==> config.mk <==
export PLATFORM = sky130hd
export DESIGN_NAME = fetch_flat
export DESIGN_NICKNAME = d
export VERILOG_FILES = /design/src/rtl/fetch_if.sv /design/src/rtl/fetch.sv /design/src/flat_wrapper.sv
export SDC_FILE = /design/constraint.sdc
export NUM_CORES = 1
export LEC_CHECK = 0
export ABC_AREA = 0
export BUFFER_PORTS_ARGS = -buffer_cell sky130_fd_sc_hd__buf_4
export CAP_MARGIN = 20
export CORE_MARGIN = 3
export CORE_UTILIZATION = 50
export DETAILED_ROUTE_END_ITERATION = 12
export HOLD_SLACK_MARGIN = 0.03
export PLACE_DENSITY = 0.84
export SETUP_SLACK_MARGIN = 0.2
export SLEW_MARGIN = 10
export SYNTH_ARGS = -nofsm -noshare
export SYNTH_HDL_FRONTEND = slang
export SYNTH_SLANG_ARGS = --single-unit
==> constraint.sdc <==
create_clock -name clk -period 7 [get_ports clk]
set_clock_uncertainty 0.15 [all_clocks]
set_input_delay 2.1 -clock clk [delete_from_list [all_inputs] [get_ports clk]]
set_output_delay 2.1 -clock clk [all_outputs]
set_load 0.01 [all_outputs]
==> src/rtl/fetch_if.sv <==
// Instruction-fetch boundary: instruction-bus request/response, decode back-pressure,
// redirect input and the fetch/decode register outputs.
interface fetch_if;
    logic        ireq_valid;
    logic [63:0] ireq_addr;
    logic        iresp_data_ok;
    logic [31:0] iresp_data;
    logic        stall;
    logic        redirect_valid;
    logic [63:0] redirect_pc;
    logic        out_valid;
    logic [63:0] out_pc;
    logic [31:0] out_instr;

    modport master (
        output ireq_valid, ireq_addr, out_valid, out_pc, out_instr,
        input  iresp_data_ok, iresp_data, stall, redirect_valid, redirect_pc
    );

    modport slave (
        input  ireq_valid, ireq_addr, out_valid, out_pc, out_instr,
        output iresp_data_ok, iresp_data, stall, redirect_valid, redirect_pc
    );
endinterface

==> src/rtl/fetch.sv <==
// Instruction-fetch stage: owns the PC, issues 32-bit reads, feeds decode through one
// output register plus a one-entry overflow buffer, and squashes on redirect.
module fetch #(
    parameter logic [63:0] PCINIT = 64'h0000_0000_8000_0000
) (
    input  logic     clk,
    input  logic     reset,
    fetch_if.master  bus
);
    typedef enum logic [1:0] {FETCH, HOLD, DISCARD} state_t;

    state_t      state_q;
    logic [63:0] req_pc_q;
    logic [63:0] next_pc_q;
    logic        pend_valid_q;
    logic [63:0] pend_pc_q;
    logic [31:0] pend_instr_q;
    logic        out_valid_q;
    logic [63:0] out_pc_q;
    logic [31:0] out_instr_q;

    logic        out_free;
    logic [63:0] redir_tgt_d;

    assign out_free    = !out_valid_q || !bus.stall;
    assign redir_tgt_d = bus.redirect_pc & ~64'h3;

    assign bus.ireq_valid = (state_q == FETCH || state_q == DISCARD) && !reset;
    assign bus.ireq_addr  = req_pc_q;
    assign bus.out_valid  = out_valid_q;
    assign bus.out_pc     = out_pc_q;
    assign bus.out_instr  = out_instr_q;

    always_ff @(posedge clk) begin
        if (reset) begin
            state_q      <= FETCH;
            req_pc_q     <= PCINIT;
            next_pc_q    <= PCINIT + 64'd4;
            pend_valid_q <= 1'b0;
            out_valid_q  <= 1'b0;
            out_pc_q     <= '0;
            out_instr_q  <= '0;
        end else if (bus.redirect_valid) begin
            out_valid_q  <= 1'b0;
            pend_valid_q <= 1'b0;
            // The request stays on the bus until its data returns, so only the
            // follow-on address can be retargeted while it is outstanding.
            if (state_q != HOLD && !bus.iresp_data_ok) begin
                next_pc_q <= redir_tgt_d;
                state_q   <= DISCARD;
            end else begin
                req_pc_q  <= redir_tgt_d;
                next_pc_q <= redir_tgt_d + 64'd4;
                state_q   <= FETCH;
            end
        end else begin
            case (state_q)
                FETCH: begin
                    if (bus.iresp_data_ok) begin
                        req_pc_q  <= next_pc_q;
                        next_pc_q <= next_pc_q + 64'd4;
                        if (out_free) begin
                            out_valid_q <= 1'b1;
                            out_pc_q    <= req_pc_q;
                            out_instr_q <= bus.iresp_data;
                        end else begin
                            pend_valid_q <= 1'b1;
                            pend_pc_q    <= req_pc_q;
                            pend_instr_q <= bus.iresp_data;
                            state_q      <= HOLD;
                        end
                    end else if (out_free) begin
                        out_valid_q <= 1'b0;
                    end
                end
                HOLD: begin
                    if (out_free && pend_valid_q) begin
                        out_valid_q  <= 1'b1;
                        out_pc_q     <= pend_pc_q;
                        out_instr_q  <= pend_instr_q;
                        pend_valid_q <= 1'b0;
                        state_q      <= FETCH;
                    end
                end
                DISCARD: begin
                    if (out_free) out_valid_q <= 1'b0;
                    if (bus.iresp_data_ok) begin
                        req_pc_q  <= next_pc_q;
                        next_pc_q <= next_pc_q + 64'd4;
                        state_q   <= FETCH;
                    end
                end
                default: state_q <= FETCH;
            endcase
        end
    end
endmodule

==> src/flat_wrapper.sv <==
// flat-port wrapper written by rule: the top's interface ports become plain ports
module fetch_flat 
#(
    parameter logic [63:0] PCINIT = 64'h0000_0000_8000_0000
)
  (clk, reset, bus_ireq_valid, bus_ireq_addr, bus_out_valid, bus_out_pc, bus_out_instr, bus_iresp_data_ok, bus_iresp_data, bus_stall, bus_redirect_valid, bus_redirect_pc);
  fetch_if bus_i ();
  input  logic clk;
  input  logic reset;
  output wire logic [$bits(bus_i.ireq_valid)-1:0] bus_ireq_valid;
  output wire logic [$bits(bus_i.ireq_addr)-1:0] bus_ireq_addr;
  output wire logic [$bits(bus_i.out_valid)-1:0] bus_out_valid;
  output wire logic [$bits(bus_i.out_pc)-1:0] bus_out_pc;
  output wire logic [$bits(bus_i.out_instr)-1:0] bus_out_instr;
  input wire logic [$bits(bus_i.iresp_data_ok)-1:0] bus_iresp_data_ok;
  input wire logic [$bits(bus_i.iresp_data)-1:0] bus_iresp_data;
  input wire logic [$bits(bus_i.stall)-1:0] bus_stall;
  input wire logic [$bits(bus_i.redirect_valid)-1:0] bus_redirect_valid;
  input wire logic [$bits(bus_i.redirect_pc)-1:0] bus_redirect_pc;
  assign bus_ireq_valid = bus_i.ireq_valid;
  assign bus_ireq_addr = bus_i.ireq_addr;
  assign bus_out_valid = bus_i.out_valid;
  assign bus_out_pc = bus_i.out_pc;
  assign bus_out_instr = bus_i.out_instr;
  assign bus_i.iresp_data_ok = bus_iresp_data_ok;
  assign bus_i.iresp_data = bus_iresp_data;
  assign bus_i.stall = bus_stall;
  assign bus_i.redirect_valid = bus_redirect_valid;
  assign bus_i.redirect_pc = bus_redirect_pc;
  fetch #(.PCINIT(PCINIT)) u_core (.clk(clk), .reset(reset), .bus(bus_i));
endmodule
==> metrics.md, run 1 <==
| Metric | Value |
|---|---|
| Outcome | complete, no violations |
| Switching share of power | 0.2508 |
| Asr flop ratio synth | 0 |
| Crit path kind | primary input to primary output |
| Largest net degree at the start of global routing | approximately 190 |
| H-tree levels | 2 |
| Core area | ~0.028 mm² |
| Min cycle time layout | roughly 5.3 ns |
| CTS root buf | clkbuf_16 |
| Hold crit path type | register to register |
| Total CTS buffers | 34 |
| Port-buffer cells | 260 |
| CTS Hold Bufs | 0 |
| Part of the power in registers | 0.475 |
| Total placed cells including tap cells | about 2,000 |
| GRT Residual Overflow | 0 |
| CTS tree | yes |
| Layout Area Growth over Synthesis | 22.90% |
| Initial antenna violation count | 1 |
| Net load switching power | 0.001105 W |
| Routed Antenna Nets | 0 |
| Cell count of the worst reg-to-reg path | 9 |
| R2r endpoint | u_core.next_pc_q[30] |
| Pwr dens | 248.3 mW/mm² |
| Post-Synthesis Cell Area | ~0.014 mm² |
| Yosys cell types | between 50 and 60 |
| Max Slew Vio Count | 0 |
| Clock sink count | approximately 320 |
| Total wire length | roughly 40,000 µm |
| Post-synth EDFFs | 95 |
| Setup violators final | 0 |
| Internal Power | ~0.0033 W |
| Hold Crit Endpoint | u_core.pend_pc_q[43] |
| Vias in the first global route | about 11,000 |
| Setup Buffers After CTS | 0 |
| Hold path depth | 0 |
| Wire per inst | 19.95 µm |
| Max cap viols | 0 |
| Die area | 0.03094 mm² |
| Die width | between 150 and 200 µm |
| Initial DRC count | between 1,000 and 1,500 |
| Initial Util | 0.5138 |
| Final period utilization | 0.7556 |
| Register area | approximately 0.0073 mm² |
| Worst slew margin | 0.2937 |
| First-pass GRT wire length | a little over 60,000 µm |
| Max Clk Rate | roughly 190 MHz |
| Register bit total from synthesis | ~320 |
| Final-report hold violation count | 0 |
| Logic pwr share | 0.124 |
| Worst path arrival time | 3.04 ns |
| Reg2reg setup slack | around 3.3 ns |
| Kind of start point of the critical path | primary input |
| Total power | between 0.004 and 0.005 W |
| Vias per std cell | 5.858 |
| Pleak | 6.452 nW |
| Synth Area per Inst | approximately 10 µm² |
| Multi-input gate area | about 0.0067 mm² |
| CP Capture Type | primary output |
| Syn nets | between 1,500 and 2,000 |
| Worst Hold Margin | between 0.3 and 0.4 ns |
| Clk buf depth | 3 |
| Post-synthesis sequential area ratio | 0.5084 |
| DP HPWL | roughly 28,000 µm |
| Warnings, synthesis | 0 |
| Drt pass-1 iters | 7 |
| Worst-Skew Late Latency | roughly 0.5 ns |
| R2r startpoint | u_core.state_q[1] |
| I/O Pins | ~260 |
| Count of cells resized by post-cts repair | 0 |
| Hold_sp | u_core.bus.ireq_addr[43] |
| VDD IR max | approximately 0.00013 V |
| GRT Util Overall | 0.2493 |
| Area after DPL | around 0.017 mm² |
| GP Congestion | between 0.9 and 1 |
| DRC Markers | 0 |
| Top_reg_cell synth | dfxtp_1 |
| Clk pwr share | 0.401 |
| Post-layout nets | 1,727 |
| Proportion of layout cells with a drive suffix above 1 | 0.2045 |
| Routed via count | 11,840 |
| Setup TNS | 0 ns |
| CP Max Fanout | 95 |
| Non-filler instance count after layout | between 2,000 and 2,500 |
| Crit path required time | approximately 4.8 ns |
| Final instance area | about 0.018 mm² |
| Gate Count Post-Synth | between 1,000 and 1,500 |
| Filler cells | between 2,000 and 2,500 |
| RSZ-0062 raised after global routing | false |
| Die Ht | roughly 180 µm |
| Clock slew at reported path FFs | around 0.060 ns |
| Slew @ Worst Pin | ~1.1 ns |
| Row cnt | 61 |
-- metrics by stage --
stage | worst slack (ns) | util
after floorplan | 1.204 | -
after global placement | 1.767 | 0.5911
after detailed placement | 1.735 | 0.5918
after CTS | 1.725 | 0.6304
after global routing | 1.657 | 0.6315
final | 1.710 | 0.6315
-- worst max path at each step --
stage / cells after the start / slack, ns / end / from
2_1_floorplan: 5 / 1.20 / u_core.pend_instr_q[0] / reset
3_3_place_gp: 3 / 1.77 / bus_ireq_valid / reset
3_5_place_dp: 3 / 1.73 / bus_ireq_valid / reset
4_1_cts: 3 / 1.73 / bus_ireq_valid / reset
5_1_grt: 3 / 1.66 / bus_ireq_valid / reset
6_report: 3 / 1.71 / bus_ireq_valid / reset
-- state kept, by name (all words and copies together) (netlist names) --
name and flops:
u_core.bus.ireq_addr 63, u_core.bus.out_pc 63, u_core.pend_pc_q 63, u_core.next_pc_q 62, u_core.bus.out_instr 32, u_core.pend_instr_q 32
u_core.state_q 2, u_core.bus.out_valid 1, u_core.pend_valid_q 1
-- cell usage in the layout (no fill, tap or decap), types with 3 or more instances in the layout --
| master | synthesis | final |
|---|---|---|
| a211oi_1 | 175 | 175 |
| a21oi_1 | 10 | 9 |
| a31oi_1 | 4 | 4 |
| and2_1 | 10 | 10 |
| and3_1 | 13 | 13 |
| and4_1 | 17 | 17 |
| buf_4 | 2 | 271 |
| bufinv_16 | 0 | 3 |
| clkbuf_1 | 84 | 11 |
| clkbuf_16 | 0 | 35 |
| clkinv_2 | 0 | 3 |
| clkinvlp_4 | 0 | 3 |
| dfxtp_1 | 224 | 224 |
| edfxtp_1 | 95 | 95 |
| ha_1 | 6 | 5 |
| inv_1 | 15 | 15 |
| mux2i_1 | 158 | 158 |
| nand2_1 | 49 | 49 |
| nand3_1 | 56 | 56 |
| nand4_1 | 46 | 46 |
| nor2_1 | 208 | 207 |
| nor3_1 | 13 | 13 |
| nor3b_1 | 3 | 3 |
| nor4_1 | 9 | 9 |
| o21ai_0 | 9 | 9 |
| o22ai_1 | 35 | 35 |
| or3_1 | 3 | 3 |
| or4_1 | 4 | 4 |
| xnor2_1 | 46 | 46 |
| xor2_1 | 70 | 70 |
-- logic make-up after synthesis --
group,after synthesis,share of synthesized area
adder cells (fa/ha/maj),6,0.005202
buffers and inverters,116,0.03173
multiplexers,158,0.1096
AND/OR/NAND/NOR,445,0.1504
flip-flops,319,0.5084
XOR/XNOR,116,0.07040
AO/OA/AOI/OAI,249,0.1242
-- worst max-delay path, cell delays in order --
cell and delay, ns:
buf_6 0.50, nor2_1 0.13, buf_4 0.18
-- area by class of cell --
cell class | count | area share
multi-input combinational | 974 | 0.3763
tap | 378 | 0.02667
timing repair buffer | 275 | 0.1187
antenna | 1 | 0.0001411
inverter | 16 | 0.003386
clock buffer | 48 | 0.05326
sequential | 319 | 0.4137
clock inverter | 11 | 0.007901
-- power groups by stage --
| stage | combinational (W) | sequential [W] | clock (W) |
|---|---|---|---|
| detailed placement | 0.000537 | 0.00213 | 0 |
| finish | 0.000545 | 0.00209 | 0.00177 |
| global route | 0.000591 | 0.00210 | 0.00187 |
| global placement | 0.000524 | 0.00212 | 0 |
| floorplan | 0.000257 | 0.00214 | 0 |
| CTS | 0.000541 | 0.00209 | 0.00180 |
-- cells in the mapped netlist, types with 2 or more instances --
cell type	instances	area [µm²]
nor4_1	9	56.30
nand4_1	46	287.8
and2_1	10	62.56
nor2_1	208	780.8
xnor2_1	46	402.9
buf_1	12	45.04
a31oi_1	4	25.02
nand4_2	2	25.02
buf_4	2	15.01
edfxtp_1	95	2853
and4_1	17	148.9
nor3b_1	3	22.52
buf_6	2	22.52
o211a_1	2	20.02
o31a_1	2	17.52
o31ai_1	2	15.01
inv_1	15	56.30
a21oi_1	10	50.05
nor4_2	2	25.02
nand2_1	49	183.9
nor3_1	13	65.06
or3_1	3	18.77
and3_1	13	81.33
xor2_1	70	613.1
or4_1	4	30.03
or2_2	2	12.51
a211oi_1	175	1314
mux2i_1	158	1582
o21a_1	2	15.01
nor4_4	2	42.54
clkbuf_1	84	315.3
nand3_1	56	280.3
ha_1	6	75.07
o22ai_1	35	219.0
dfxtp_1	224	4484
o21ai_0	9	45.04
-- per-layer routing --
| metal | part of all wire | track usage | wire [µm] |
|---|---|---|---|
| met1 | 0.44 | 0.3577 | 17850 |
| met2 | 0.45 | 0.3880 | 18230 |
| met3 | 0.079 | 0.04518 | 3196 |
| met4 | 0.026 | 0.06994 | 1056 |
| met5 | 0 | 0 | 0 |
Power figures use the tool's default switching activity.
==> inputs of run 2 (changes only) <==
==> constraint.sdc (replaced) <==
create_clock -name clk -period 4.8 [get_ports clk]
set_clock_uncertainty 0.15 [all_clocks]
set_input_delay 1.44 -clock clk [delete_from_list [all_inputs] [get_ports clk]]
set_output_delay 1.44 -clock clk [all_outputs]
set_load 0.01 [all_outputs]
==> metrics.md, run 2 (same netlist as run 1, synthesis figures left out) <==
| Metric | Value |
|---|---|
| Outcome | complete, no violations (unchanged) |
| Drt pass-1 iters | 5 (was 7) |
| Die area | 0.03094 mm² (unchanged) |
| I/O Pins | 263 (unchanged) |
| Max incr delay on CP | 0.35 ns (was 0.50 ns) |
| Total wire length | 41,050 µm (was 40,330 µm) |
| Clock slew at reported path FFs | 0.06 ns (about the same) |
| Die Ht | 175.9 µm (unchanged) |
| Max cap viols | 0 (unchanged) |
| Total placed cells including tap cells | 1,966 (was 1,961) |
| Kind of start point of the critical path | primary input (unchanged) |
| First-pass GRT wire length | 63,420 µm (was 62,280 µm) |
| Initial antenna violation count | 0 (was 1) |
| CP Capture Type | primary output (unchanged) |
| Pleak | 6.527 nW (was 6.452 nW) |
| Slew @ Worst Pin | 0.9881 ns (was 1.052 ns) |
| Final period utilization | 0.7741 |
| VDD IR max | 0.0002545 V (was 0.0001252 V) |
| RSZ-0062 raised after global routing | false (unchanged) |
| Port-buffer cells | 260 (unchanged) |
| Pwr dens | 367.1 mW/mm² (was 248.3 mW/mm²) |
| Die width | 175.9 µm (unchanged) |
| Worst-Skew Late Latency | 0.51 ns (was 0.50 ns) |
| Worst slew margin | 0.3412 (was 0.2937) |
| Layout Area Growth over Synthesis | 23.84% (was 22.90%) |
| Worst path arrival time | 2.13 ns (was 3.04 ns) |
| Vias in the first global route | 11,310 (was 11,050) |
| Setup violators final | 0 (unchanged) |
| Crit path kind | primary input to primary output (unchanged) |
| Routed Antenna Nets | 0 (unchanged) |
| Hold crit path type | register to register (unchanged) |
| CP Cell Sequence | buf_6 > nor2_1 > buf_4 (unchanged) |
| Wire per inst | 20.23 µm (was 19.95 µm) |
| Vias per std cell | 5.903 (was 5.858) |
| Setup TNS | 0 ns (unchanged) |
| Proportion of layout cells with a drive suffix above 1 | 0.2114 (was 0.2045) |
| Initial Util | 0.5138 (unchanged) |
| Crit path required time | 3.21 ns (was 4.75 ns) |
| Clk buf depth | 3 (unchanged) |
| CTS Hold Bufs | 0 (unchanged) |
| Most frequent cells in the layout | 272 x buf_4, 224 x dfxtp_1, 207 x nor2_1 (was 271 x buf_4, 224 x dfxtp_1, 207 x nor2_1) |
| Routed via count | 11,980 (was 11,840) |
| Post-layout nets | 1,732 (was 1,727) |
| Crit path max-delay family | buffers and inverters (unchanged) |
| Commonest non-fill, non-tap cell in the layout | buf_4 (unchanged) |
| Max Clk Rate | 269.1 MHz |
| DRC Markers | 0 (unchanged) |
| Largest net degree at the start of global routing | 191 (unchanged) |
| Final-report hold violation count | 0 (unchanged) |
| Non-filler instance count after layout | 2,029 (was 2,022) |
| GRT Residual Overflow | 0 (unchanged) |
| GRT Util Overall | 0.2552 (was 0.2493) |
| Antenna diodes | 0 (was 1) |
| Slowest cell on crit path | buf_6 (unchanged) |
| Total CTS buffers | 35 (was 34) |
| CTS root buf | clkbuf_16 (unchanged) |
| Max Slew Vio Count | 0 (unchanged) |
| Core area | 0.02809 mm² (unchanged) |
| DP HPWL | 28,730 µm (was 27,890 µm) |
| GP Congestion | 0.9368 (was 0.9625) |
| Row cnt | 61 (unchanged) |
| H-tree levels | 2 (unchanged) |
| Min cycle time layout | between 3 and 4 ns |
| Count of cells resized by post-cts repair | 0 (unchanged) |
| Initial DRC count | 1,262 (was 1,243) |
| Crit path buf inv count | 2 (unchanged) |
| CP Max Fanout | 54 (was 95) |
| Clock sink count | 319 (unchanged) |
| CTS tree | yes (unchanged) |
| Setup Buffers After CTS | 0 (unchanged) |
-- run 2: cell types whose count changed in the layout (fill, tap and decap cells not counted), sizes merged --
| cell | delta |
|---|---|
| clkinv | +6 |
| inv | +1 |
| clkbuf | -2 |
| diode | -1 |
| clkinvlp | -1 |
| buf | +4 |
-- run 2: final cells by class --
| type | count | area [µm²] |
|---|---|---|
| Clock inverter | 17 | 195.2 |
| Timing Repair Buffer | 279 | 2165 |
| Multi-Input combinational cell | 974 | 6674 |
| Sequential cell | 319 | 7337 |
| Fill cell | 2254 | 10210 |
| Inverter | 16 | 60.06 |
| Tap cell | 378 | 473.0 |
| Clock buffer | 46 | 968.4 |
-- run 2: routing by layer --
metal	GRT usage	part of all wire	vias to the layer above
met3	0.04777	0.085	107
met5	0	0	-
met4	0.1016	0.040	0
met2	0.3974	0.44	564
li1	-	-	5648
met1	0.3527	0.43	5658
-- run 2: report_power, final --
part           total (W)  switching (W)  internal, W
clock network    0.00271        0.00110      0.00160
logic           0.000807       0.000444     0.000363
registers        0.00305       0.000133      0.00292
-- run 2: path summary, 6_finish.rpt --
kind                            slack [ns]                      from  cells past startpoint                    end
worst max register to register        1.38         u_core.state_q[1]                      8  u_core.bus.out_pc[41]
worst min register to register        0.33  u_core.bus.ireq_addr[17]                      0   u_core.pend_pc_q[17]
worst min-delay path                  0.33  u_core.bus.ireq_addr[17]                      0   u_core.pend_pc_q[17]
worst max-delay path                  1.08                     reset                      3         bus_ireq_valid
-- run 2: metrics by stage --
stage	hold WS [ns]	area [µm²]	util	worst slack, ns	power, W
2_1_floorplan	0.3127	14440	-	0.7127	0.003491
3_3_place_gp	0.3219	16700	0.5945	1.000	0.003872
3_5_place_dp	0.3284	16710	0.5949	0.9998	0.003902
4_1_cts	0.3377	17870	0.6363	1.095	0.006597
5_1_grt	0.3535	17870	0.6363	1.051	0.006793
6_report	0.3348	17870	0.6363	1.084	0.006562
